--- src/rtl/cond_branch_ctrl_pkg.sv ---
// Shared types and helpers for the conditional-branch resolution sequencer.
// Optional statistics counters are enabled by defining COND_BRANCH_STATS_EN.
package cond_branch_pkg;

  typedef enum logic [1:0] {
    BR_CBZ   = 2'b00,
    BR_CBNZ  = 2'b01,
    BR_BCOND = 2'b10,
    BR_RSVD  = 2'b11
  } br_kind_t;

  typedef enum logic [3:0] {
    COND_EQ = 4'h0,
    COND_NE = 4'h1,
    COND_CS = 4'h2,
    COND_CC = 4'h3,
    COND_MI = 4'h4,
    COND_PL = 4'h5,
    COND_VS = 4'h6,
    COND_VC = 4'h7,
    COND_HI = 4'h8,
    COND_LS = 4'h9,
    COND_GE = 4'hA,
    COND_LT = 4'hB,
    COND_GT = 4'hC,
    COND_LE = 4'hD,
    COND_AL = 4'hE,
    COND_NV = 4'hF
  } cond_t;

  typedef enum logic [1:0] {
    ST_IDLE     = 2'd0,
    ST_EVAL     = 2'd1,
    ST_REDIRECT = 2'd2,
    ST_FLUSH    = 2'd3
  } ctrl_state_t;

  localparam int IMM_W = 19;
  localparam int REG_W = 64;

  // NZCV bit positions inside the flags word
  localparam int FLAG_N = 3;
  localparam int FLAG_Z = 2;
  localparam int FLAG_C = 1;
  localparam int FLAG_V = 0;

  // Everything captured from execute except the PC, whose width is a parameter.
  typedef struct packed {
    br_kind_t         kind;
    cond_t            cond;
    logic [IMM_W-1:0] imm19;
    logic [REG_W-1:0] reg_val;
    logic [3:0]       flags;
  } branch_fields_t;

  // Word offset to byte offset: sign-extend to 64 bits, then scale by 4.
  function automatic logic [63:0] branch_offset(input logic [IMM_W-1:0] imm19);
    return {{(64 - IMM_W - 2){imm19[IMM_W-1]}}, imm19, 2'b00};
  endfunction

endpackage

--- src/rtl/cond_branch_ctrl_if.sv ---
// Execute-side branch input, fetch-side redirect handshake and resolution outputs.
// master = execute/fetch environment, slave = cond_branch_ctrl.
interface cond_branch_ctrl_if #(
  parameter int ADDR_W = 64
) ();

  // Handshakes: a transfer happens on a rising edge where valid && ready.
  // The source holds valid and its payload stable until that edge; ready
  // may change freely and never depends combinationally on valid.
  logic              in_valid;
  logic              in_ready;
  logic [ADDR_W-1:0] pc;
  logic [18:0]       imm19;
  logic [1:0]        br_kind;
  logic [3:0]        cond;
  logic [63:0]       reg_val;
  logic [3:0]        flags;

  logic              resolved_valid;
  logic              resolved_taken;

  logic              redirect_valid;
  logic              redirect_ready;
  logic [ADDR_W-1:0] redirect_target;

  logic              flush;

  modport master (
    output in_valid, pc, imm19, br_kind, cond, reg_val, flags, redirect_ready,
    input  in_ready, resolved_valid, resolved_taken, redirect_valid,
           redirect_target, flush
  );

  modport slave (
    input  in_valid, pc, imm19, br_kind, cond, reg_val, flags, redirect_ready,
    output in_ready, resolved_valid, resolved_taken, redirect_valid,
           redirect_target, flush
  );

endinterface

--- src/rtl/cond_branch_ctrl_cond_code_eval.sv ---
// Combinational ARM condition-code evaluator: (cond, NZCV) -> taken.
module cond_code_eval
  import cond_branch_pkg::*;
(
  input  cond_t      cond,
  input  logic [3:0] flags,
  output logic       taken
);

  logic n;
  logic z;
  logic c;
  logic v;

  assign n = flags[FLAG_N];
  assign z = flags[FLAG_Z];
  assign c = flags[FLAG_C];
  assign v = flags[FLAG_V];

  always_comb begin
    taken = 1'b0;
    case (cond)
      COND_EQ: taken = z;
      COND_NE: taken = !z;
      COND_CS: taken = c;
      COND_CC: taken = !c;
      COND_MI: taken = n;
      COND_PL: taken = !n;
      COND_VS: taken = v;
      COND_VC: taken = !v;
      COND_HI: taken = c && !z;
      COND_LS: taken = !(c && !z);
      COND_GE: taken = (n == v);
      COND_LT: taken = (n != v);
      COND_GT: taken = !z && (n == v);
      COND_LE: taken = !(!z && (n == v));
      COND_AL: taken = 1'b1;
      COND_NV: taken = 1'b1;
      default: taken = 1'b0;
    endcase
  end

endmodule

--- src/rtl/cond_branch_ctrl.sv ---
// Conditional-branch resolution sequencer: IDLE -> EVAL -> (REDIRECT -> FLUSH) -> IDLE.
// Define COND_BRANCH_STATS_EN to add saturating taken/not-taken counters.
module cond_branch_ctrl
  import cond_branch_pkg::*;
#(
  parameter int FLUSH_CYCLES = 2,
  parameter int ADDR_W       = 64
) (
  input  logic              clk,
  input  logic              reset,
  cond_branch_ctrl_if.slave bus,
  output ctrl_state_t       dbg_state
`ifdef COND_BRANCH_STATS_EN
  ,
  output logic [31:0]       stat_taken,
  output logic [31:0]       stat_not_taken
`endif
);

  localparam int CNT_W = (FLUSH_CYCLES > 1) ? $clog2(FLUSH_CYCLES) : 1;
  localparam logic [CNT_W-1:0] FLUSH_LOAD =
    CNT_W'((FLUSH_CYCLES > 0) ? FLUSH_CYCLES - 1 : 0);

  ctrl_state_t       state;
  ctrl_state_t       state_nxt;

  logic [ADDR_W-1:0] pc_q;
  branch_fields_t    br_q;
  logic [ADDR_W-1:0] target_q;
  logic              resolved_valid_q;
  logic              resolved_taken_q;
  logic [CNT_W-1:0]  flush_cnt;

  logic              accept;
  logic              redirect_fire;
  logic              cond_taken;
  logic              eval_taken;
  logic [63:0]       offset;
  logic [ADDR_W-1:0] eval_target;

  assign accept        = (state == ST_IDLE) && bus.in_valid;
  assign redirect_fire = (state == ST_REDIRECT) && bus.redirect_ready;

  cond_code_eval u_cond_code_eval (
    .cond  (br_q.cond),
    .flags (br_q.flags),
    .taken (cond_taken)
  );

  // Target arithmetic wraps modulo 2^ADDR_W by construction.
  assign offset      = branch_offset(br_q.imm19);
  assign eval_target = pc_q + offset[ADDR_W-1:0];

  always_comb begin
    eval_taken = 1'b0;
    case (br_q.kind)
      BR_CBZ:   eval_taken = (br_q.reg_val == '0);
      BR_CBNZ:  eval_taken = (br_q.reg_val != '0);
      BR_BCOND: eval_taken = cond_taken;
      default:  eval_taken = 1'b0;
    endcase
  end

  always_ff @(posedge clk or negedge reset) begin
    if (!reset) begin
      state <= ST_IDLE;
    end else begin
      state <= state_nxt;
    end
  end

  always_comb begin
    state_nxt = state;
    case (state)
      ST_IDLE: begin
        if (bus.in_valid) state_nxt = ST_EVAL;
      end
      ST_EVAL: begin
        state_nxt = eval_taken ? ST_REDIRECT : ST_IDLE;
      end
      ST_REDIRECT: begin
        if (bus.redirect_ready) state_nxt = (FLUSH_CYCLES == 0) ? ST_IDLE : ST_FLUSH;
      end
      ST_FLUSH: begin
        if (flush_cnt == '0) state_nxt = ST_IDLE;
      end
      default: state_nxt = ST_IDLE;
    endcase
  end

  always_ff @(posedge clk or negedge reset) begin
    if (!reset) begin
      pc_q <= '0;
      br_q <= '0;
    end else if (accept) begin
      pc_q <= bus.pc;
      br_q <= '{kind:    br_kind_t'(bus.br_kind),
                cond:    cond_t'(bus.cond),
                imm19:   bus.imm19,
                reg_val: bus.reg_val,
                flags:   bus.flags};
    end
  end

  // Resolution is registered on the EVAL closing edge so that a taken
  // branch shows resolved_valid together with its first redirect_valid.
  always_ff @(posedge clk or negedge reset) begin
    if (!reset) begin
      target_q         <= '0;
      resolved_valid_q <= 1'b0;
      resolved_taken_q <= 1'b0;
    end else begin
      resolved_valid_q <= (state == ST_EVAL);
      resolved_taken_q <= (state == ST_EVAL) && eval_taken;
      if (state == ST_EVAL) target_q <= eval_target;
    end
  end

  // Counter holds the number of flush cycles still to follow the current one.
  always_ff @(posedge clk or negedge reset) begin
    if (!reset) begin
      flush_cnt <= '0;
    end else if (redirect_fire) begin
      flush_cnt <= FLUSH_LOAD;
    end else if ((state == ST_FLUSH) && (flush_cnt != '0)) begin
      flush_cnt <= flush_cnt - 1'b1;
    end
  end

`ifdef COND_BRANCH_STATS_EN
  always_ff @(posedge clk or negedge reset) begin
    if (!reset) begin
      stat_taken     <= '0;
      stat_not_taken <= '0;
    end else if (state == ST_EVAL) begin
      if (eval_taken) begin
        if (stat_taken != '1) stat_taken <= stat_taken + 32'd1;
      end else begin
        if (stat_not_taken != '1) stat_not_taken <= stat_not_taken + 32'd1;
      end
    end
  end
`endif

  assign bus.in_ready        = (state == ST_IDLE);
  assign bus.resolved_valid  = resolved_valid_q;
  assign bus.resolved_taken  = resolved_taken_q;
  assign bus.redirect_valid  = (state == ST_REDIRECT);
  assign bus.redirect_target = target_q;
  assign bus.flush           = (state == ST_FLUSH);
  assign dbg_state           = state;

endmodule

--- src/flat_wrapper.sv ---
// flat-port wrapper written by rule: the top's interface ports become plain ports
module cond_branch_ctrl_flat import cond_branch_pkg::*;
#(
  parameter int FLUSH_CYCLES = 2,
  parameter int ADDR_W       = 64
)
  (clk, reset, dbg_state, bus_in_valid, bus_pc, bus_imm19, bus_br_kind, bus_cond, bus_reg_val, bus_flags, bus_redirect_ready, bus_in_ready, bus_resolved_valid, bus_resolved_taken, bus_redirect_valid, bus_redirect_target, bus_flush);
  cond_branch_ctrl_if #(.ADDR_W(ADDR_W)) bus_i ();
  input  logic clk;
  input  logic reset;
  output ctrl_state_t dbg_state;
  input wire logic [$bits(bus_i.in_valid)-1:0] bus_in_valid;
  input wire logic [$bits(bus_i.pc)-1:0] bus_pc;
  input wire logic [$bits(bus_i.imm19)-1:0] bus_imm19;
  input wire logic [$bits(bus_i.br_kind)-1:0] bus_br_kind;
  input wire logic [$bits(bus_i.cond)-1:0] bus_cond;
  input wire logic [$bits(bus_i.reg_val)-1:0] bus_reg_val;
  input wire logic [$bits(bus_i.flags)-1:0] bus_flags;
  input wire logic [$bits(bus_i.redirect_ready)-1:0] bus_redirect_ready;
  output wire logic [$bits(bus_i.in_ready)-1:0] bus_in_ready;
  output wire logic [$bits(bus_i.resolved_valid)-1:0] bus_resolved_valid;
  output wire logic [$bits(bus_i.resolved_taken)-1:0] bus_resolved_taken;
  output wire logic [$bits(bus_i.redirect_valid)-1:0] bus_redirect_valid;
  output wire logic [$bits(bus_i.redirect_target)-1:0] bus_redirect_target;
  output wire logic [$bits(bus_i.flush)-1:0] bus_flush;
  assign bus_i.in_valid = bus_in_valid;
  assign bus_i.pc = bus_pc;
  assign bus_i.imm19 = bus_imm19;
  assign bus_i.br_kind = bus_br_kind;
  assign bus_i.cond = bus_cond;
  assign bus_i.reg_val = bus_reg_val;
  assign bus_i.flags = bus_flags;
  assign bus_i.redirect_ready = bus_redirect_ready;
  assign bus_in_ready = bus_i.in_ready;
  assign bus_resolved_valid = bus_i.resolved_valid;
  assign bus_resolved_taken = bus_i.resolved_taken;
  assign bus_redirect_valid = bus_i.redirect_valid;
  assign bus_redirect_target = bus_i.redirect_target;
  assign bus_flush = bus_i.flush;
  cond_branch_ctrl #(.FLUSH_CYCLES(FLUSH_CYCLES), .ADDR_W(ADDR_W)) u_core (.clk(clk), .reset(reset), .bus(bus_i), .dbg_state(dbg_state));
endmodule
--- config.mk ---
export PLATFORM = sky130hd
export DESIGN_NAME = cond_branch_ctrl_flat
export DESIGN_NICKNAME = d
export VERILOG_FILES = /design/src/rtl/cond_branch_ctrl_pkg.sv /design/src/rtl/cond_branch_ctrl_if.sv /design/src/rtl/cond_branch_ctrl_cond_code_eval.sv /design/src/rtl/cond_branch_ctrl.sv /design/src/flat_wrapper.sv
export SDC_FILE = /design/constraint.sdc
export NUM_CORES = 1
export LEC_CHECK = 0
export CAP_MARGIN = 20
export CORE_MARGIN = 2
export CORE_UTILIZATION = 53
export DETAILED_ROUTE_END_ITERATION = 8
export PLACE_DENSITY = 0.81
export SLEW_MARGIN = 20
export SYNTH_ARGS = -nofsm -noshare
export SYNTH_HDL_FRONTEND = slang
export SYNTH_SLANG_ARGS = --single-unit
--- constraint.sdc ---
create_clock -name clk -period 4.9 [get_ports clk]
set_clock_uncertainty 0.15 [all_clocks]
set_input_delay 0.735 -clock clk [delete_from_list [all_inputs] [get_ports clk]]
set_output_delay 0.735 -clock clk [all_outputs]
set_load 0.1 [all_outputs]
# Word-level counts from Yosys, hierarchy flattened
# Index checks and enable logic that the tools add are counted.
# totals
regBits,226
output_inout_bits,71
elab_cells,67
# op_classes
n_addsub,2
eq_ne,25
muxes,9
n_reduce_logical,20
# op_table
op,n
$add A64 B64 Y64,1
$logic_not A64 Y1,1
$reduce_bool A64 Y1,1
$eq A4 B4 Y1 const B,8
$eq A4 B3 Y1 const B,4
$pmux W1 S15,1
$eq A4 B2 Y1 const B,2
$mux W2,4
$pmux W2 S4,1
$eq A2 B2 Y1 const B,3
$logic_and A1 B1 Y1,6
$logic_not A1 Y1,6
$ne A2 B2 Y1 const B,3
$eq A2 B1 Y1 const B,2
$eq A4 B1 Y1 const B,1
$logic_not A2 Y1,2
$logic_not A4 Y1,1
$pmux W1 S3,1
$reduce_and A3 Y1,1
$mux W1,2
$reduce_bool A2 Y1,1
$reduce_or A2 Y1,1
$eq A1 B1 Y1,1
$ne A1 B1 Y1,1
$sub A1 B1 Y1 const B,1

# Logic depth before layout (Yosys ltp)
# depth
depth_word,7
ltp_mapped,11

# Cells and area by module
# Synthesis repeated with hierarchy kept, for this count alone.
# hier_totals
cells_unflattened,1156
hier_area_um2,12226.7
# modules_own_cells
module,n_inst,cells_each,area_per_inst_um2,seq_area_each_um2
cond_branch_ctrl,1,1126,12041.5,5655.4
cond_code_eval,1,30,185.2,0.0

# Worst setup path before layout
# OpenSTA, ideal clock, no wires.
# synth_timing
path_kind,reg2reg
startpoint,register (tool-made name)
endpoint,register u_core.pc_q[43]
setup_ps,125
arrival_ps,3713
path_slack_ps,912
stages_incl_launch_ff,7
path_buffers,3
path_cell_list,dfrtp_1 > nor2_1 > and2_1 > clkbuf_1 > buf_1 > clkbuf_1 > mux2_2
# synth_lines
item,line,text
end signal: assignment,cond_branch_ctrl.sv:96,pc_q <= bus.pc;
end: declaration,cond_branch_ctrl.sv:27,logic [ADDR_W-1:0] pc_q;

# Worst setup path in the final report
# layout_timing
startpoint,register u_core.br_q[86] (netlist name)
endpoint,register u_core.target_q[63] (netlist: u_core.bus.redirect_target[63])
# layout_between
elab_chain_cells,1
# layout_rtl
item,line,text
start: declaration,cond_branch_ctrl.sv:28,branch_fields_t br_q;
start signal: assignment,cond_branch_ctrl.sv:97,"br_q <= '{kind: br_kind_t'(bus.br_kind),"
$add A64 B64 Y64,cond_branch_ctrl.sv:52,assign eval_target = pc_q + offset[ADDR_W-1:0];
end signal: assignment,cond_branch_ctrl.sv:115,if (state == ST_EVAL) target_q <= eval_target;
end: declaration,cond_branch_ctrl.sv:29,logic [ADDR_W-1:0] target_q;
# Every way passes these cells.
# A chain may end at the register's enable or synchronous reset.

==> results.yml <==
clock_tree:
  hold_buffers: 0
  cts.repair.resized: 0
  cts-root-buf: "clkbuf_16"
  clock_latency_ps: 520
  cts_tree: "built"
  cts_max_level: 1
  cts_buffer_depth: 3
  cts.sinks: 226
  numCtsBuffers: 25
  clkSlewWorstSetupHoldPaths_ps: 60
  post-cts-setup-buffer-count: 0
synthesis:
  ys.flop_type: "dfrtp_1"
  syn-num-nets: 1398
  async_reset_ff_frac: 1.00
  synth-edff-count: 0
  syn_inst: 1175
  synth_sequential_area_ratio: 0.456
  yosysWarnings: 0
  avgSynthCellArea_sq_um: 10.6
  post_synth_instance_area_sq_um: 12400
  yosysUniqueCellTypes: 65
  ys_ff_latch: 226
status:
  status: "completed"
setup_path:
  cp-start-kind: "flop"
  endpoint: "u_core.bus.redirect_target[63]$_DFFE_PN0P_"
  cp_slowest_cell: "dfrtp_1"
  cp.arrival_ps: 4380
  max_stage_delay_ps: 1050
  critical_path_class: "flop to flop"
  r2r_slack_ps: 770
  cp_data_required_time_ps: 5150
  critical_path.cell_chain: "buf_4 -> ha_1 -> nand2_1 -> nor2_1 -> nand3_1 -> or3_1 -> o211ai_1 -> a21oi_1 -> a211oi_1 -> a211oi_1 -> a211o_1"
  startpoint: "u_core.br_q[86]$_DFFE_PN0P_"
  critPathMostFrequentCell: "a211oi_1"
  reg2regPathDepth: 11
  r2r-end: "u_core.bus.redirect_target[63]$_DFFE_PN0P_"
  cp_max_fo: 27
  critical_path.endpoint_type: "flop"
  timing.rr.start: "u_core.br_q[86]$_DFFE_PN0P_"
routing:
  via_per_inst: 5.75
  drt_iter0_drc: 564
  wl_per_cell_um: 18.3
  routed.top_layer: "met4"
  drc: 0
  postRouteAntennaNets: 0
  wl_met3_um: 2700
  wl_met2_um: 14400
  first_pass_iters: 7
  vias: 9822
  routed_wl_um: 31200
  m1WireLength_um: 13600
run:
  cap_violations: 0
sta:
  slew_headroom: 0.284
  setup_violations: 0
  max_freq_mhz: 242
  fin_ws_ps: 770
  tns_ps: 0
  rsz0062_at_grt: "no"
  maxSlewViolCount: 0
  tightest_slew_ps: 1070
  min_period_ps: 4130
  hold_violations: 0
  period_share: 0.843
floorplan:
  die_h_um: 157
  die_width_um: 157
  row_count: 55
  coreArea_sq_um: 22800
  die_area_sq_um: 24700
  io_pins: 232
  initial_core_util: 0.543
grt:
  grt_pass1_vias: 9716
  grt_pass1_wl_um: 50400
  grt_usage: 0.254
  antenna_found_initial: 0
  overflow: 0
  grt_max_degree: 159
placement:
  io_buffers: 231
  dp_slack_ps: 865
  dp_hpwl_um: 23200
  place_congestion: 0.943
final_layout:
  fin_nets: 1601
  multiInputGateArea_sq_um: 6410
  syn_to_final_growth_pct: 27.1
  fillers: 1736
  drive_above_1_share: 0.157
  seqCellArea_sq_um: 5660
  antenna-diode-count: 0
min_path:
  hold_class: "input pin to asynchronous set/reset pin"
## layout make-up
cell class / instances / share of cell area
clock buffers: 34 / 0.0450
clock inverters: 9 / 0.00984
inverters: 21 / 0.00500
multi-input cells: 867 / 0.406
flip-flops and latches: 226 / 0.359
well taps: 313 / 0.0248
repair buffers: 237 / 0.151
## per-stage QoR
stage | cells | utilization | hold WS [ps] | instance area (sq um)
6_report | 1707 | 0.690 | 128 | 15800
5_1_grt | 1707 | 0.690 | 208 | 15800
2_1_floorplan | 1175 | - | 285 | 12400
3_5_place_dp | 1664 | 0.653 | 312 | 14900
3_3_place_gp | 1664 | 0.653 | 295 | 14900
4_1_cts | 1707 | 0.690 | 161 | 15800
## state kept, by name, summed over array words and instances (netlist names), named ones only
name and cells:
u_core.bus.redirect_target 64, u_core.bus.resolved_valid 1, u_core.pc_q 64, u_core.br_q 93, u_core.bus.resolved_taken 1, u_core.dbg_state 1, u_core.flush_cnt 1
## worst max-delay path, delay by kind of cell, from the launching register on
family | cells | cell delay [ps]
adder cells (fa/ha/maj) | 1 | 340
buffers and inverters | 1 | 420
flip-flops | 1 | 1050
AND/OR/NAND/NOR | 4 | 820
AO/OA/AOI/OAI | 5 | 1220
## cell usage in the layout, fill, tap and decap left out, types with 4 or more instances in the layout
cell             count
ha_1                61
clkbuf_8             5
a21boi_0             7
inv_1               20
a221o_1              4
or3_1                5
clkdlybuf4s50_1    230
and2_1               8
nand2_1            123
o211ai_1            11
mux2_2             158
nor2_1              44
nand4_1             24
nor3_1               9
o2111ai_1            5
and3_1               6
clkbuf_1             4
a211o_1              6
clkbuf_16           25
xnor2_1             27
a31oi_1              5
dfrtp_1            226
nor4_1              18
a21oi_1             86
nand3_1             18
a21o_1              40
xor2_1              22
o21ai_0             77
nor2b_1              6
o21bai_1            16
o221ai_1             4
a211oi_1             9
a22oi_1              4
o21a_1              10
buf_4                5
bufinv_16            4
nand2b_1             6
## Yosys cell counts, types with 18 or more instances
cell,instances,share of area
nand4_1,24,0.012
mux2_2,158,0.14
o21ai_0,77,0.031
nor2_1,44,0.013
clkbuf_1,50,0.015
a21o_1,40,0.024
ha_1,61,0.061
nand3_1,18,0.0073
a21oi_1,86,0.035
nand2_1,123,0.037
xor2_1,22,0.016
inv_1,20,0.0060
dfrtp_1,226,0.46
xnor2_1,27,0.019
nor4_1,18,0.0091
## cell families after synthesis
group	share of synthesized area
buffers and inverters	0.0287
multiplexers	0.146
AO/OA/AOI/OAI	0.166
flip-flops	0.456
AND/OR/NAND/NOR	0.106
adder cells (fa/ha/maj)	0.0631
XOR/XNOR	0.0346
## worst min path at each step
| stage | from | endpoint | slack [ps] |
|---|---|---|---|
| 3_3_place_gp | u_core.pc_q[1]$_DFFE_PN0P_ | u_core.bus.redirect_target[1]$_DFFE_PN0P_ | 290 |
| 6_report | reset | u_core.bus.redirect_target[18]$_DFFE_PN0P_ | 130 |
| 4_1_cts | reset | u_core.pc_q[18]$_DFFE_PN0P_ | 160 |
| 2_1_floorplan | u_core.pc_q[0]$_DFFE_PN0P_ | u_core.bus.redirect_target[0]$_DFFE_PN0P_ | 280 |
| 5_1_grt | reset | u_core.pc_q[18]$_DFFE_PN0P_ | 210 |
| 3_5_place_dp | u_core.bus.redirect_target[0]$_DFFE_PN0P_ | u_core.bus.redirect_target[0]$_DFFE_PN0P_ | 310 |
## layer usage
layer,GRT usage,vias to the layer above
met5,0,-
met4,0.0550,0
met3,0.0675,42
met2,0.411,334
met1,0.347,4731
li1,-,4715
Power is left out: the tool's default activity adds up to more than one toggle a clock period on the data nets, which glitch-free logic cannot reach.
